File: src/rtl/pipeline_pkg.sv
// Shared pipeline types: ALUOp encoding, EX-stage control bundle and register-index width.
package pipeline_pkg;

  localparam int REG_IDX_W = 5;

  typedef enum logic [1:0] {
    ALUOP_MEM    = 2'b00,  // LW / SW / AUIPC
    ALUOP_BRANCH = 2'b01,
    ALUOP_ARITH  = 2'b10,  // R / I-type
    ALUOP_JUMP   = 2'b11   // JAL / LUI
  } alu_op_e;

  typedef struct packed {
    logic reg_write;
    logic mem_read;
    logic mem_write;
    logic mem_to_reg;
    logic alu_src;
    logic branch;
  } ex_ctrl_t;

  localparam ex_ctrl_t CTRL_NOP = '0;

endpackage

File: src/rtl/hazard_detect.sv
// Combinational load-use detector: a load in EX whose destination feeds the instruction in ID.
module hazard_detect
  import pipeline_pkg::*;
(
  input  logic                 i_ex_valid,
  input  logic                 i_ex_mem_read,
  input  logic [REG_IDX_W-1:0] i_ex_rd,
  input  logic                 i_id_valid,
  input  logic [REG_IDX_W-1:0] i_id_rs1,
  input  logic [REG_IDX_W-1:0] i_id_rs2,
  output logic                 o_load_use
);

  logic w_rd_nonzero;
  logic w_rd_match;

  // x0 is hard-wired zero, so a load targeting it never creates a real dependency.
  assign w_rd_nonzero = (i_ex_rd != '0);
  assign w_rd_match   = (i_ex_rd == i_id_rs1) || (i_ex_rd == i_id_rs2);
  assign o_load_use   = i_ex_valid && i_ex_mem_read && i_id_valid && w_rd_nonzero && w_rd_match;

endmodule

File: src/rtl/id_ex_reg.sv
// ID/EX pipeline register with flush, hold and single-cycle load-use bubble insertion.
module id_ex_reg
  import pipeline_pkg::*;
#(
  parameter int DATA_W = 32,
  parameter int CNT_W  = 16
) (
  input  logic                 clk,
  input  logic                 reset,
  input  logic                 id_valid,
  input  logic [1:0]           id_ALUOp,
  input  logic [2:0]           id_Funct3,
  input  logic [6:0]           id_Funct7,
  input  logic                 id_RegWrite,
  input  logic                 id_MemRead,
  input  logic                 id_MemWrite,
  input  logic                 id_MemtoReg,
  input  logic                 id_ALUSrc,
  input  logic                 id_Branch,
  input  logic [REG_IDX_W-1:0] id_rs1,
  input  logic [REG_IDX_W-1:0] id_rs2,
  input  logic [REG_IDX_W-1:0] id_rd,
  input  logic [DATA_W-1:0]    id_rd1,
  input  logic [DATA_W-1:0]    id_rd2,
  input  logic [DATA_W-1:0]    id_imm,
  input  logic [DATA_W-1:0]    id_pc,
  input  logic                 hold,
  input  logic                 flush,
  output logic                 ex_valid,
  output logic [1:0]           ex_ALUOp,
  output logic [2:0]           ex_Funct3,
  output logic [6:0]           ex_Funct7,
  output logic                 ex_RegWrite,
  output logic                 ex_MemRead,
  output logic                 ex_MemWrite,
  output logic                 ex_MemtoReg,
  output logic                 ex_ALUSrc,
  output logic                 ex_Branch,
  output logic [REG_IDX_W-1:0] ex_rs1,
  output logic [REG_IDX_W-1:0] ex_rs2,
  output logic [REG_IDX_W-1:0] ex_rd,
  output logic [DATA_W-1:0]    ex_rd1,
  output logic [DATA_W-1:0]    ex_rd2,
  output logic [DATA_W-1:0]    ex_imm,
  output logic [DATA_W-1:0]    ex_pc,
  output logic                 stall_ifid,
  output logic [CNT_W-1:0]     bubble_cnt
);

  localparam logic [CNT_W-1:0] CNT_ONE = CNT_W'(1);

  logic                 r_valid;
  alu_op_e              r_alu_op;
  ex_ctrl_t             r_ctrl;
  logic [2:0]           r_funct3;
  logic [6:0]           r_funct7;
  logic [REG_IDX_W-1:0] r_rs1, r_rs2, r_rd;
  logic [DATA_W-1:0]    r_rd1, r_rd2, r_imm, r_pc;
  logic [CNT_W-1:0]     r_bubble_cnt;

  ex_ctrl_t w_id_ctrl;
  logic     w_load_use;

  assign w_id_ctrl = '{reg_write:  id_RegWrite, mem_read: id_MemRead, mem_write: id_MemWrite,
                       mem_to_reg: id_MemtoReg, alu_src:  id_ALUSrc,  branch:    id_Branch};

  hazard_detect u_hazard_detect (
    .i_ex_valid    (r_valid),
    .i_ex_mem_read (r_ctrl.mem_read),
    .i_ex_rd       (r_rd),
    .i_id_valid    (id_valid),
    .i_id_rs1      (id_rs1),
    .i_id_rs2      (id_rs2),
    .o_load_use    (w_load_use)
  );

  // Reset masks the request so the front end never sees a stall while the pipe is being cleared.
  assign stall_ifid = w_load_use && !flush && !reset;

  // NOTE: every register below is assigned with <= so all fields sample pre-edge values together.
  always_ff @(posedge clk) begin
    if (reset) begin
      r_valid      <= 1'b0;
      r_alu_op     <= ALUOP_MEM;
      r_ctrl       <= CTRL_NOP;
      r_funct3     <= '0;
      r_funct7     <= '0;
      r_rs1        <= '0;
      r_rs2        <= '0;
      r_rd         <= '0;
      r_rd1        <= '0;
      r_rd2        <= '0;
      r_imm        <= '0;
      r_pc         <= '0;
      r_bubble_cnt <= '0;
    end else if (flush) begin
      r_valid  <= 1'b0;
      r_alu_op <= ALUOP_MEM;
      r_ctrl   <= CTRL_NOP;
    end else if (!hold) begin
      if (w_load_use) begin
        // Bubble: only the fields that make EX act are cleared; operands are left as-is.
        r_valid      <= 1'b0;
        r_alu_op     <= ALUOP_MEM;
        r_ctrl       <= CTRL_NOP;
        r_bubble_cnt <= r_bubble_cnt + CNT_ONE;
      end else begin
        r_valid  <= id_valid;
        r_alu_op <= id_valid ? alu_op_e'(id_ALUOp) : ALUOP_MEM;
        r_ctrl   <= id_valid ? w_id_ctrl : CTRL_NOP;
        r_funct3 <= id_Funct3;
        r_funct7 <= id_Funct7;
        r_rs1    <= id_rs1;
        r_rs2    <= id_rs2;
        r_rd     <= id_rd;
        r_rd1    <= id_rd1;
        r_rd2    <= id_rd2;
        r_imm    <= id_imm;
        r_pc     <= id_pc;
      end
    end
  end

  assign ex_valid    = r_valid;
  assign ex_ALUOp    = r_alu_op;
  assign ex_Funct3   = r_funct3;
  assign ex_Funct7   = r_funct7;
  assign ex_RegWrite = r_ctrl.reg_write;
  assign ex_MemRead  = r_ctrl.mem_read;
  assign ex_MemWrite = r_ctrl.mem_write;
  assign ex_MemtoReg = r_ctrl.mem_to_reg;
  assign ex_ALUSrc   = r_ctrl.alu_src;
  assign ex_Branch   = r_ctrl.branch;
  assign ex_rs1      = r_rs1;
  assign ex_rs2      = r_rs2;
  assign ex_rd       = r_rd;
  assign ex_rd1      = r_rd1;
  assign ex_rd2      = r_rd2;
  assign ex_imm      = r_imm;
  assign ex_pc       = r_pc;
  assign bubble_cnt  = r_bubble_cnt;

endmodule
File: config.mk
export PLATFORM = sky130hd
export DESIGN_NAME = id_ex_reg
export DESIGN_NICKNAME = d
export VERILOG_FILES = /design/src/rtl/pipeline_pkg.sv /design/src/rtl/hazard_detect.sv /design/src/rtl/id_ex_reg.sv
export SDC_FILE = /design/constraint.sdc
export NUM_CORES = 1
export LEC_CHECK = 0
export ABC_AREA = 1
export CAP_MARGIN = 20
export CORE_MARGIN = 2
export CORE_UTILIZATION = 46
export CTS_CLUSTER_DIAMETER = 30
export CTS_CLUSTER_SIZE = 28
export DETAILED_ROUTE_END_ITERATION = 7
export GPL_ROUTABILITY_DRIVEN = 1
export PLACE_DENSITY_LB_ADDON = 0.3
export SLEW_MARGIN = 40
export SYNTH_ARGS = -nofsm -noshare
export SYNTH_HDL_FRONTEND = slang
export SYNTH_SLANG_ARGS = --single-unit
File: constraint.sdc
create_clock -name clk -period 2.4 [get_ports clk]
set_input_delay 0.36 -clock clk [delete_from_list [all_inputs] [get_ports clk]]
set_output_delay 0.36 -clock clk [all_outputs]
set_load 0.01 [all_outputs]
==> metrics.txt, run 1 <==
sw frac between 20% and 30%; sequential area share after synthesis between 40 and 50%; total track usage around a quarter; leakage power approximately 0.0050 uW; Post-Syn Area 0.00806 mm^2; Post-CTS Hold Buffers 0; unrepaired setup endpoints after global routing no; Critical Path RT 2040 ps; Core ar. 0.0172 mm^2; die height 136 um; commonest non-fill, non-tap cells in the layout clkdlybuf4s50_1 (343), nand2_1 (260), nor2_1 (195); GPL Wtd Cong roughly 0.9; Die X ~140 um; switching pwr between 1500 and 2000 uW; Clock Tree Buf Depth 2; Worst path top cell family by delay buffers and inverters; Post-layout nets around 1600; CTS clk-pin slew, worst paths around 60 ps; dpl cell area roughly 0.012 mm^2; Worst Max-Slew Pin Slew 369 ps; Detailed Route WL around 25 mm; Buf/Inv on CP 3; outcome completed; final antenna-violating net count 0; Synth cell types 23; Port-buffer cells around 340; nature of the critical path startpoint primary input; setup TNS 0 ps; maximum clock rate ~470 MHz; Max Cap Violations 0; Hold Fails Final Rpt 0; WP data arrival between 1500 and 2000 ps; critical setup path kind primary input to output pin; Setup Skew between 10 and 15 ps; Detailed Route Iter0 Violations between 400 and 500; Tmin final 2140 ps; clock root cell clkbuf_16; Inserted Clock Buffers 17; HPWL after detailed placement 17.2 mm; first-pass GRT wire length 37.9 mm; Worst path depth 10; Reg2Reg Depth 10; flop and latch count out of synthesis ~180; vias per cell 5.00; Worst setup EP type output pin; Synth Net Count around 1300; largest net degree at the start of global routing 95; cells along the critical path clkdlybuf4s50_1, inv_1, nand2_1, nand2_1, nor2_1, nand3_1, nand2_2, nand2_8, nor2_1, dlygate4sd2_1; initial core utilization between 40% and 50%; worst-path fanout max 2; Hold Startpoint ex_ALUOp[1]$_SDFFE_PP0N_; initial antenna violation count 0; vias in the first global route about 7700; # diodes 0; Final Cycle Share 89.3%; Syn Area/Cell roughly 7.2 um^2; sequential power share a little over two fifths; worst vdd ir 457 uV; Area Overhead vs Synth 52.5%; Setup Viol. Count Final 0; mean routed wirelength per cell approximately 15 um; grt total ovfl 0; Worst Hold Depth 2; FF-to-FF Start ex_rd[2]$_SDFFE_PP0P_; CTS tree built; num rows 48; worst hold-check path type flip-flop to flip-flop; fin area ~0.012 mm^2; I/O pins 345; Max stage delay cell, worst path clkdlybuf4s50_1; H-tree depth 4; clock tree sinks 178; commonest non-fill, non-tap cell in the layout clkdlybuf4s50_1; drt pass-1 iters 4; vias ~8300; Die Area ~0.019 mm^2; Post-CTS Setup Bufs 0; Comb power frac around 18%; Slew Limit Fails 0; Int Pwr between 5000 and 6000 uW; fraction of layout cells with a size suffix above 1 under 10%; Worst Setup SP id_rs2[1]; Post-Synthesis Cells between 1000 and 1500; PD cells 600 mW/mm^2; Max-slew headroom 75.4%; clock power share around two fifths; CP peak stage delay approximately 490 ps; Yosys Warn Count 0; DRC 0; Clock Latency Late Sink 420 ps
kinds of logic (layout without fill, tap and decap cells):
logic type / Yosys count / in the layout / synth area share (%)
compound gates: 160 / 160 / 9.97
xor+xnor: 9 / 9 / 0.978
fa+ha+maj: 1 / 1 / 0.155
buf+inv: 138 / 452 / 7.84
flops: 178 / 178 / 44.2
simple gates: 636 / 636 / 36.8
what timing repair did:
item	in CTS	in global routing
endpoints found under the hold margin	0	0
setup endpoints to repair	1	0
gates resized for setup	5	0
Yosys cell counts:
master	number	area, um^2
inv_2	7	26.3
nand4_1	23	144
dfxtp_1	178	3560
clkinv_1	1	3.75
o21bai_1	1	7.51
or2_2	1	6.26
buf_6	11	124
a21oi_1	158	791
nand2_4	1	11.3
nand2_1	260	976
clkbuf_1	36	135
buf_1	19	71.3
nor2_1	196	736
xnor2_1	4	35.0
xor2_1	5	43.8
nand3b_1	126	946
ha_1	1	12.5
buf_2	22	110
o21ai_0	1	5.00
nand3_1	28	140
buf_4	1	7.51
inv_1	41	154
nand2_2	1	6.26
sequential cells by signal, indices dropped and copies added (netlist names):
name,flops
ex_Funct7,7
ex_rd,5
ex_RegWrite,1
ex_imm,32
ex_ALUOp,2
ex_ALUSrc,1
ex_Branch,1
ex_MemWrite,1
ex_pc,32
ex_MemtoReg,1
ex_rs1,5
ex_rd1,32
ex_MemRead,1
ex_Funct3,3
ex_rd2,32
ex_valid,1
bubble_cnt,16
ex_rs2,5
per-stage QoR:
| step | setup WS [ps] | util (%) | hold WS (ps) | total power [uW] | cells |
|---|---|---|---|---|---|
| 3_5_place_dp | -22.1 | 67.8 | 459 | 4590 | 1629 |
| 2_1_floorplan | 565 | - | 481 | 3840 | 1122 |
| 5_1_grt | 155 | 71.3 | 476 | 7670 | 1661 |
| 6_report | 257 | 71.3 | 472 | 7370 | 1661 |
| 3_3_place_gp | 9.24 | 67.8 | 450 | 4570 | 1629 |
| 4_1_cts | 254 | 71.3 | 471 | 7420 | 1661 |
path summary, 6_finish.rpt:
kind	end	slack [ps]
hold / removal	ex_ALUOp[1]$_SDFFE_PP0N_	470
setup / recovery	stall_ifid	260
hold reg to reg	ex_ALUOp[1]$_SDFFE_PP0N_	470
setup reg to reg	ex_rs2[4]$_SDFFE_PP0P_	460
power by group through the flow:
stage | clock network [uW] | registers (uW) | logic [uW]
after floorplan | 0 | 3360 | 475
after global placement | 0 | 3280 | 1290
after detailed placement | 0 | 3290 | 1310
after CTS | 2890 | 3220 | 1310
after global routing | 3000 | 3240 | 1430
final | 2840 | 3220 | 1310
layer usage:
metal  global-route usage, %  vias up  share of wire (%)
met2                    44.8      266                 51
met1                    27.5     3764                 37
met4                    10.9        0                3.1
met5                       0        -                  0
li1                        -     4224                  -
met3                    10.1       47                9.1
layout make-up:
cell class | count | area, um^2
clock buffers | 20 | 457
clock inverters | 12 | 145
fillers | 1445 | 4950
inverters | 49 | 186
multi-input cells | 806 | 3880
flip-flops and latches | 178 | 3570
well taps | 225 | 282
repair buffers | 371 | 3770
worst min-delay path: cells and delay by family, from the launching register on:
family           cells  cell delay (ps)
flip-flops           1              310
AND/OR/NAND/NOR      1               60
AO/OA/AOI/OAI        1               50
Power figures use the tool's default switching activity.
==> run 2, diff against run 1 <==
--- a/config.mk
+++ b/config.mk
@@ -7,14 +7,15 @@
 export LEC_CHECK = 0
 export ABC_AREA = 1
 export CAP_MARGIN = 20
-export CORE_MARGIN = 2
-export CORE_UTILIZATION = 46
+export CORE_AREA = 2 2 135 137
 export CTS_CLUSTER_DIAMETER = 30
 export CTS_CLUSTER_SIZE = 28
 export DETAILED_ROUTE_END_ITERATION = 7
+export DIE_AREA = 0 0 137 139
 export GPL_ROUTABILITY_DRIVEN = 1
 export PLACE_DENSITY_LB_ADDON = 0.3
 export SLEW_MARGIN = 40
 export SYNTH_ARGS = -nofsm -noshare
 export SYNTH_HDL_FRONTEND = slang
+export SYNTH_HIERARCHICAL = 1
 export SYNTH_SLANG_ARGS = --single-unit
==> run 2 against run 1 <==
Via count down 19%. Critical path type unchanged. Register-to-register slack better by 40 ps. Fmax down 4.2%.
==> metrics.txt, run 2 <==
Layout Utilization 61.9%; fin area between 0.01 and 0.015 mm^2; GPL Wtd Cong roughly 0.82; end of the critical path stall_ifid; mean routed wirelength per cell 14.0 um; cells along the critical path clkdlybuf4s50_1, inv_1, nand2_1, nand2_1, nor2_1, nand3_1, a21oi_2, nand2_1, nor2_1, dlygate4sd2_1; Filler Cell Count ~1600; Setup Viol. Count Final 0; Hold Fails Final Rpt 0; async set-reset flop share out of synthesis 0%; Synth Net Count between 1000 and 1500; Comb power frac approximately 17%; dpl cell area roughly 0.010 mm^2; DRC 0; worst vdd ir approximately 470 uV; Tmin final 2240 ps; gr busiest metal met2; Post-synth EDFFs 0; vias per cell 4.61; leakage power approximately 0.0043 uW; total track usage around a fifth; Layout Cells excl Fill around 1500; largest net degree at the start of global routing 80; largest cells by area after synthesis dfxtp_1 (54%), nor2_1 (20%), o21ai_0 (10%), nand2_1 (3.5%), clkbuf_1 (1.8%); fraction of layout cells with a size suffix above 1 5.76%; initial antenna violation count 0; Critical Path RT just over 2000 ps; clock power share 37.7%; CP peak stage delay 490 ps; Post-Syn Area 0.00659 mm^2; Worst path top cell family by delay buffers and inverters; unrepaired setup endpoints after global routing no; # diodes 0; Yosys top cell by area dfxtp_1; Die X 137 um; grt total ovfl 0; Inserted Clock Buffers 17; outcome completed; sequential power share a little under half; flop and latch count out of synthesis approximately 180; Int Pwr between 5000 and 6000 uW; clock tree sinks around 180; initial core utilization between 30% and 40%; I/O pins around 350; Worst Setup SP id_rs2[1]; H-tree depth 4; nature of the critical path startpoint primary input; drt pass-1 iters 4; Port-buffer cells ~340; Post-Synthesis Cells 879; setup slack, reg-to-reg about 500 ps; Setup Skew around 11 ps; vias slightly below 7000; clock root cell clkbuf_16; FF-to-FF Start ex_rd[0]$_SDFFE_PP0P_; top cells by count, synth nor2_1 (350), dfxtp_1 (178), o21ai_0 (135), nand2_1 (62), clkbuf_1 (31); Syn Area/Cell between 7 and 8 um^2; Setup Slack @ Placement -109 ps; sw frac 25.0%; Clock Tree Buf Depth 2; Area Overhead vs Synth 66.0%; register area ~0.0036 mm^2; sequential area share after synthesis 54.1%; Synth cell types 23; num rows 49; Die Area about 0.019 mm^2; maximum clock rate roughly 450 MHz; final antenna-violating net count 0; Post-layout nets between 1000 and 1500; commonest non-fill, non-tap cells in the layout nor2_1 (350), clkdlybuf4s50_1 (343), dfxtp_1 (173); Slew Limit Fails 0; Detailed Route WL 20.4 mm; Detailed Route Iter0 Violations 287; WP data arrival approximately 1900 ps; worst-path fanout max 3; Reg2Reg Depth 11; die height between 100 and 150 um; Max stage delay cell, worst path clkdlybuf4s50_1; Max Cap Violations 0; met3 Use GR approximately 7.6%; HPWL after detailed placement approximately 15 mm; commonest non-fill, non-tap cell in the layout nor2_1; Worst path depth 10; DP Cell Count around 1400; switching pwr between 1500 and 2000 uW; vias in the first global route about 6500; Synth Flop Type dfxtp_1; FF-to-FF End ex_rd1[9]$_SDFFE_PP0P_; PD cells between 600 and 700 mW/mm^2; CTS clk-pin slew, worst paths about 70 ps; first-pass GRT wire length 32.5 mm; count leader, synth nor2_1; share of the synthesized area in the top cell type between 50% and 60%; worst hold-check path type flip-flop to flip-flop; CTS tree built; Max-slew headroom between 70% and 80%; Core ar. 0.0177 mm^2; Clock Latency Late Sink between 400 and 500 ps; setup TNS 0 ps; final setup margin around 160 ps; Crit path top cell by count nand2_1; met2 Usage GRT roughly 35%; critical setup path kind primary input to output pin; Buf/Inv on CP 3; Worst Max-Slew Pin Slew 343 ps; multi-input logic area around 0.0026 mm^2; met1 usage 24.2%; Yosys Warn Count 6; Worst setup EP type output pin; Final Cycle Share a little over 90%
[run 2: cell types whose count changed in the layout (fill, tap and decap cells not counted), sizes merged, moves of 21 or more]
cell / delta
inv: -21
nand2: -199
o21ai: +155
nand3b: -126
a21oi: -142
nor2: +155
[run 2: per-layer routing]
metal,vias to the layer above,wire [um],part of all wire (%)
met5,-,0,0
li1,3485,-,-
met1,2954,8130,40
met4,0,726,3.6
met2,252,9480,46
met3,49,2070,10
[run 2: logic make-up after synthesis]
family	after synthesis	synth area share (%)
DFF	178	54.1
xor gates and xnor gates	4	0.532
adders and majority gates	1	0.190
and+or+nand+nor	442	26.1
AOI/OAI and AO/OA	173	13.2
buffers and inverters	81	5.87
[run 2: tightest hold or removal path, delay by kind of cell, from the launching register on]
kind	cells	cell delay, ps
AND/OR/NAND/NOR	1	50
AO/OA/AOI/OAI	1	50
flip-flops	1	310
[run 2: worst min-delay path by stage]
stage | start | endpoint | depth (start not counted)
after floorplan | reset | bubble_cnt[9]$_SDFFE_PP0P_ | 1
after global placement | ex_Branch$_SDFFE_PP0N_ | ex_Branch$_SDFFE_PP0N_ | 2
after detailed placement | ex_Branch$_SDFFE_PP0N_ | ex_Branch$_SDFFE_PP0N_ | 2
after CTS | ex_Branch$_SDFFE_PP0N_ | ex_Branch$_SDFFE_PP0N_ | 2
after global routing | ex_RegWrite$_SDFFE_PP0N_ | ex_RegWrite$_SDFFE_PP0N_ | 2
final | ex_Branch$_SDFFE_PP0N_ | ex_Branch$_SDFFE_PP0N_ | 2
[run 2: layout make-up]
| class | count | area share (%) |
|---|---|---|
| multi-input combinational | 620 | 24.1 |
| tap | 229 | 2.62 |
| timing repair buffer | 374 | 34.5 |
| sequential | 178 | 32.6 |
| clock buffer | 20 | 4.08 |
| inverter | 28 | 0.995 |
| clock inverter | 12 | 1.10 |
[run 2: power by group through the flow]
stage	Clock (uW)	Sequential (uW)	Combinational [uW]
detailed placement	0	3290	1180
global route	2870	3240	1290
finish	2660	3220	1170
CTS	2750	3220	1180
global placement	0	3280	1170
floorplan	0	3360	364
[run 2: timing repair]
action                                  in CTS  in global routing
hold buffers                                 0                  0
buffers inserted                             0                  0
endpoints found under the hold margin        0                  0
endpoints found under the setup margin       1                  0
resized for setup                            6                  0
[run 2: metrics by stage]
step           power, uW  hold WS (ps)
2_1_floorplan       3730           432
3_3_place_gp        4450           444
3_5_place_dp        4460           452
4_1_cts             7150           461
5_1_grt             7400           498
6_report            7050           461
